**config.mk**
```make
export PLATFORM = sky130hd
export DESIGN_NAME = comp_out_framer
export DESIGN_NICKNAME = d
export VERILOG_FILES = /design/src/rtl/comp_out_framer.sv
export SDC_FILE = /design/constraint.sdc
export NUM_CORES = 2
export LEC_CHECK = 0
export ABC_AREA = 1
export ABC_CLOCK_PERIOD_IN_PS = 4800
export CAP_MARGIN = 5
export CORE_ASPECT_RATIO = 0.9
export CORE_MARGIN = 3
export CORE_UTILIZATION = 50
export CTS_CLUSTER_SIZE = 8
export DETAILED_ROUTE_END_ITERATION = 8
export PLACE_DENSITY_LB_ADDON = 0.25
export SLEW_MARGIN = 10
export SYNTH_ARGS = -nofsm -noshare
export SYNTH_HDL_FRONTEND = slang
export SYNTH_SLANG_ARGS = --single-unit
export TNS_END_PERCENT = 10
```
**constraint.sdc**
```tcl
create_clock -name clk -period 4.8 [get_ports clk]
set_clock_uncertainty 0.2 [all_clocks]
set_input_delay 0.96 -clock clk [delete_from_list [all_inputs] [get_ports clk]]
set_output_delay 0.96 -clock clk [all_outputs]
set_load 0.05 [all_outputs]
```
**src/rtl/comp_out_framer.sv**
```systemverilog
// comp_out_framer: store-and-forward packet framer for the compressor output.
// Buffers one packet (up to DEPTH 64-bit words) and then emits a header word,
// the payload words and, when COMP_FRAMER_CHK_EN is defined, an XOR trailer.
// Optional feature macro: COMP_FRAMER_CHK_EN (adds the TRL state and checksum).
// Handshake: a beat moves on an edge where valid and ready are both high.
// The sender holds data and flags stable until that edge.
module comp_out_framer #(
    parameter int          DEPTH     = 32,
    parameter logic [15:0] HDR_MAGIC = 16'hA5C3
) (
    input  logic        clk,
    input  logic        rst,
    input  logic [63:0] data_i,
    input  logic        valid_i,
    input  logic        sop_i,
    input  logic        eop_i,
    output logic        ready_o,
    output logic [63:0] data_o,
    output logic        valid_o,
    output logic        sop_o,
    output logic        eop_o,
    input  logic        ready_i,
    output logic [7:0]  seq_o,
    output logic        err_o
);

    localparam int AW = $clog2(DEPTH);
    localparam int CW = AW + 1;
    localparam logic [CW-1:0] FULL = CW'(DEPTH);

    typedef enum logic [2:0] {
        S_IDLE,
        S_FILL,
        S_HDR,
        S_DATA
`ifdef COMP_FRAMER_CHK_EN
        , S_TRL
`endif
    } state_t;

`ifdef COMP_FRAMER_CHK_EN
    localparam logic TFLAG = 1'b1;
`else
    localparam logic TFLAG = 1'b0;
`endif

    state_t        state, state_n;
    logic [CW-1:0] count, count_n;
    logic [CW-1:0] rd_ptr, rd_n;
    logic [7:0]    seq, seq_n;
    logic          err_q, err_n;
    logic          rdy_en;
    logic          wr_en;
    logic [AW-1:0] wr_addr;
    logic          accept;
    logic          last_word;
    logic [6:0]    count_ext;
    logic [63:0]   mem [DEPTH];
`ifdef COMP_FRAMER_CHK_EN
    logic [63:0]   chk, chk_n;
`endif

    // rdy_en keeps ready_o low during reset and lets it rise on the first edge after
    assign ready_o   = rdy_en && ((state == S_IDLE) || (state == S_FILL));
    assign accept    = valid_i && ready_o;
    assign last_word = (rd_ptr == (count - CW'(1)));
    assign count_ext = 7'(count);
    assign seq_o     = seq;
    assign err_o     = err_q;

    // State and control registers; reset drops any packet in progress silently
    always_ff @(posedge clk or posedge rst) begin
        if (rst) begin
            state  <= S_IDLE;
            count  <= '0;
            rd_ptr <= '0;
            seq    <= '0;
            err_q  <= 1'b0;
            rdy_en <= 1'b0;
`ifdef COMP_FRAMER_CHK_EN
            chk    <= '0;
`endif
        end else begin
            state  <= state_n;
            count  <= count_n;
            rd_ptr <= rd_n;
            seq    <= seq_n;
            err_q  <= err_n;
            rdy_en <= 1'b1;
`ifdef COMP_FRAMER_CHK_EN
            chk    <= chk_n;
`endif
        end
    end

    // Packet buffer write port; contents are don't-care after reset
    always_ff @(posedge clk) begin
        if (wr_en) begin
            mem[wr_addr] <= data_i;
        end
    end

    // Next-state logic: fill the buffer, then walk header/payload/trailer
    always_comb begin
        state_n = state;
        count_n = count;
        rd_n    = rd_ptr;
        seq_n   = seq;
        err_n   = 1'b0;
        wr_en   = 1'b0;
        wr_addr = count[AW-1:0];
`ifdef COMP_FRAMER_CHK_EN
        chk_n   = chk;
`endif
        case (state)
            S_IDLE: begin
                // Beats without sop are dropped here without an error
                if (accept && sop_i) begin
                    wr_en   = 1'b1;
                    wr_addr = '0;
                    count_n = CW'(1);
`ifdef COMP_FRAMER_CHK_EN
                    chk_n   = data_i;
`endif
                    state_n = eop_i ? S_HDR : S_FILL;
                end
            end
            S_FILL: begin
                if (accept) begin
                    if (sop_i) begin
                        // New packet start abandons the partial one
                        err_n   = 1'b1;
                        wr_en   = 1'b1;
                        wr_addr = '0;
                        count_n = CW'(1);
`ifdef COMP_FRAMER_CHK_EN
                        chk_n   = data_i;
`endif
                        state_n = eop_i ? S_HDR : S_FILL;
                    end else if (count == FULL) begin
                        // No room for another word: drop the whole packet
                        err_n   = 1'b1;
                        count_n = '0;
                        state_n = S_IDLE;
                    end else begin
                        wr_en   = 1'b1;
                        count_n = count + CW'(1);
`ifdef COMP_FRAMER_CHK_EN
                        chk_n   = chk ^ data_i;
`endif
                        if (eop_i) begin
                            state_n = S_HDR;
                        end
                    end
                end
            end
            S_HDR: begin
                if (ready_i) begin
                    rd_n    = '0;
                    state_n = S_DATA;
                end
            end
            S_DATA: begin
                if (ready_i) begin
                    if (last_word) begin
`ifdef COMP_FRAMER_CHK_EN
                        state_n = S_TRL;
`else
                        seq_n   = seq + 8'd1;
                        count_n = '0;
                        state_n = S_IDLE;
`endif
                    end else begin
                        rd_n = rd_ptr + CW'(1);
                    end
                end
            end
`ifdef COMP_FRAMER_CHK_EN
            S_TRL: begin
                if (ready_i) begin
                    seq_n   = seq + 8'd1;
                    count_n = '0;
                    state_n = S_IDLE;
                end
            end
`endif
            default: state_n = S_IDLE;
        endcase
    end

    // Output mux: purely from registered state so it holds while stalled
    always_comb begin
        valid_o = 1'b0;
        sop_o   = 1'b0;
        eop_o   = 1'b0;
        data_o  = '0;
        case (state)
            S_HDR: begin
                valid_o = 1'b1;
                sop_o   = 1'b1;
                data_o  = {HDR_MAGIC, seq, 33'b0, TFLAG, count_ext[5:0]};
            end
            S_DATA: begin
                valid_o = 1'b1;
                data_o  = mem[rd_ptr[AW-1:0]];
                eop_o   = last_word && !TFLAG;
            end
`ifdef COMP_FRAMER_CHK_EN
            S_TRL: begin
                valid_o = 1'b1;
                eop_o   = 1'b1;
                data_o  = chk;
            end
`endif
            default: ;
        endcase
    end

endmodule

```
==> out/summary.txt <==
status: finished, final reports clean
PnR worst setup slack: 0.0820 ns
Max clock buf depth: 4
sequential area share after synthesis: 75.0%
worst hold start: seq_o[7]$_DFFE_PP0P_
WHS: 0.375 ns
chip width: 435 um
CP endpoint kind: primary output
insertion delay to the later sink of the worst-skew pair: 0.92 ns
Yosys reg bits: 2072
Die ar.: 170000 um2
final net count: 6894
post-synth top area cell: edfxtp_1
number of H-tree levels: 5
detailed placement HPWL: 118 mm
vias in the first global route: 52400
Critical Path Most Common Cell: nor2_1
clk root buf: clkbuf_16
placed instance area: 88200 um2
core box area: 164000 um2
Max stage delay cell, worst path: dfrtp_4
worst slew margin relative to its limit: 17.4%
CP arrival: 3.56 ns
CP top delay family: buffers and inverters
CP bufs+invs: 4
number of clock sinks: 2072
P_sw: 14400 uW
initial antenna violation count: 16
Starting Density: 50.4%
crit share post-route: 98.3%
GR Overflow Total: 0
DRC errors left: 0
leakage: 0.0323 uW
setup_tns: 0 ns
Final Cell Area: 96600 um2
fin crit period: 4.72 ns
Worst Tran Pin Value: 1.23 ns
CP startpoint kind: flop
top cell type's share of synthesized area: 74.3%
clk slew on worst S/H paths: 0.06 ns
Vias: 54600
CP cell instances: inv_8, buf_12, buf_4, o21ai_0, o22ai_1, o21ai_0, nor2_1, nor2_1, nor2_1, buf_12
Cell Pwr Density: 512 nW/um2
Post-Place Worst Slack: 0.714 ns
Critical Path Max Stage Delay: 0.69 ns
final setup violation count: 0
Routed Antenna Nets: 0
Reg power frac: 40.9%
maxcap violations: 0
FF-to-FF End: mem[2][15]$_DFFE_PP_
Yosys warning count: 0
total wire length: 233 mm
Logic pwr share: 21.3%
IO buf count: 146
total internal power: 35100 uW
final hold vios: 0
Hold EP: seq_o[7]$_DFFE_PP0P_
GRT Util Overall: 27.0%
Fmax achieved: 212 MHz
Worst R2R Setup Slack: 1.45 ns
clock share of power: 37.8%
WS Path Type: flop to primary output
Hold Path Class: flop to flop
Detailed Route Iter0 Violations: 6544
Syn Nets: 6684
Reg2Reg Depth: 9
Avg Synthesized Cell Area: 12.5 um2
CTS tree: done
Area Overhead vs Synth: 16.6%
synthesized cell area: 82800 um2
switch share: 29.1%
Synth Instances: 6609
share of layout cells above drive strength 1: 9.91%
max-slew violation count: 0
DR pass1 iterations: 8
WL/cell: 25.7 um
Die H: 392 um
dominant cells by area after synthesis: edfxtp_1, nor2_1, o21ai_0, nand2_1, o211ai_1
Unique masters post-synth: 35
routability cong.: 0.801
largest net degree at the start of global routing: 122
crit-path max FO: 39
RSZ-0062 raised after global routing: yes
row count: 141
CP required: 3.64 ns
Worst Hold Depth: 2
Peak VDD IR: 0.387 mV
R2R Path Start: count[0]$_DFFE_PP0P_
power consumption: 49500 uW
TritonCTS Buffers: 310
I/O pins: 147
Vias/cell: 6.01
first-pass GRT wire length: 345 mm
-- stage by stage --
stage	std cells	utilization (%)
after floorplan	6609	-
after global placement	8714	53.7
after detailed placement	8714	53.7
after CTS	9067	58.7
after global routing	9072	58.8
final	9077	58.8
-- kinds of logic after synthesis --
family,synth area share (%)
AO/OA/AOI/OAI,10.2
XOR/XNOR,0.127
adder cells (fa/ha/maj),0.0756
buffers and inverters,2.83
flip-flops,75.0
other,0.00453
AND/OR/NAND/NOR,11.8
-- flip-flops by register name (all words and copies together) (netlist names) --
register  flops
count         6
err_o         1
mem        2048
rd_ptr        6
rdy_en        1
seq_o         8
state         2
-- what timing repair did --
action / CTS / global route
endpoints found under the setup margin: 31 / 38
resized for setup: 8 / 24
gates cloned: 0 / 3
hold buffers: 0 / 0
buffers inserted: 5 / 1
-- worst min-delay path, delay by kind of cell (launching register included) --
kind,cells,cell delay [ns]
compound gates,1,0.07
flops,1,0.40
simple gates,1,0.07
-- per-layer routing --
layer / wire length [um] / track usage, %
met3: 22200 / 4.95
met1: 93800 / 37.8
met5: 69 / 0
met2: 110000 / 42.4
met4: 7310 / 10.2
-- cell type report --
cell class                      count  area, um2
Antenna cell                        6       15.0
Clock buffer                      338       8030
Clock inverter                     10        106
Fill cell                       12600      67700
Inverter                           72        334
Multi-Input combinational cell   4021      18600
Sequential cell                  2072      62100
Tap cell                         2216       2770
Timing Repair Buffer              341       4580
Timing Repair inverter              1       11.3
-- cells in the final DEF (no fill, tap or decap), drive strengths merged --
cell type      count
a21oi             88
a31oi              1
buf              260
clkbuf           340
clkdlybuf4s50     79
clkinv             5
clkinvlp           3
conb               1
dfrtp             24
diode              6
edfxtp          2048
ha                 5
inv               75
nand2            603
nand3            273
nand4             15
nor2            1570
nor3               3
o211ai           200
o21ai           1045
o22ai            191
or2               14
xnor2             10
xor2               2
-- Yosys cell counts --
cell	number
edfxtp_1	2048
nor2_1	1565
o21ai_0	1001
nand2_1	602
nand3_1	269
clkbuf_1	221
o211ai_1	200
o22ai_1	190
buf_2	146
a21oi_1	88
inv_1	64
buf_4	38
o21ai_1	37
buf_1	29
dfrtp_1	24
nand4_1	15
or2_2	13
buf_6	10
xnor2_1	10
inv_2	6
o21ai_2	6
ha_1	5
nor2_2	5
nand3_2	4
nor3_1	2
xor2_1	2
a31oi_1	1
clkinv_1	1
conb_1	1
inv_4	1
nand2_2	1
nor3_2	1
o21ai_4	1
o22ai_2	1
or2_1	1
-- power by group through the flow --
stage | Sequential (uW) | Clock, uW | Combinational, uW
after floorplan | 20500 | 0 | 6890
after global placement | 20600 | 0 | 10000
after detailed placement | 20600 | 0 | 10200
after CTS | 20200 | 18900 | 10300
after global routing | 20200 | 19700 | 11600
final | 20200 | 18700 | 10500
-- how the worst max path moves through the flow --
stage | startpoint | to | slack [ns] | cells after the start
after floorplan | state[1]$_DFFE_PP0P_ | mem[0][0]$_DFFE_PP_ | -0.26 | 5
after global placement | rd_ptr[0]$_DFFE_PP0P_ | data_o[36] | 0.71 | 12
after detailed placement | rd_ptr[0]$_DFFE_PP0P_ | data_o[36] | 0.71 | 12
after CTS | rd_ptr[0]$_DFFE_PP0P_ | data_o[0] | -0.04 | 9
after global routing | rd_ptr[1]$_DFFE_PP0P_ | data_o[63] | -0.04 | 11
final | rd_ptr[1]$_DFFE_PP0P_ | data_o[33] | 0.08 | 10
Note: power is estimated with default switching activity, not from simulation.
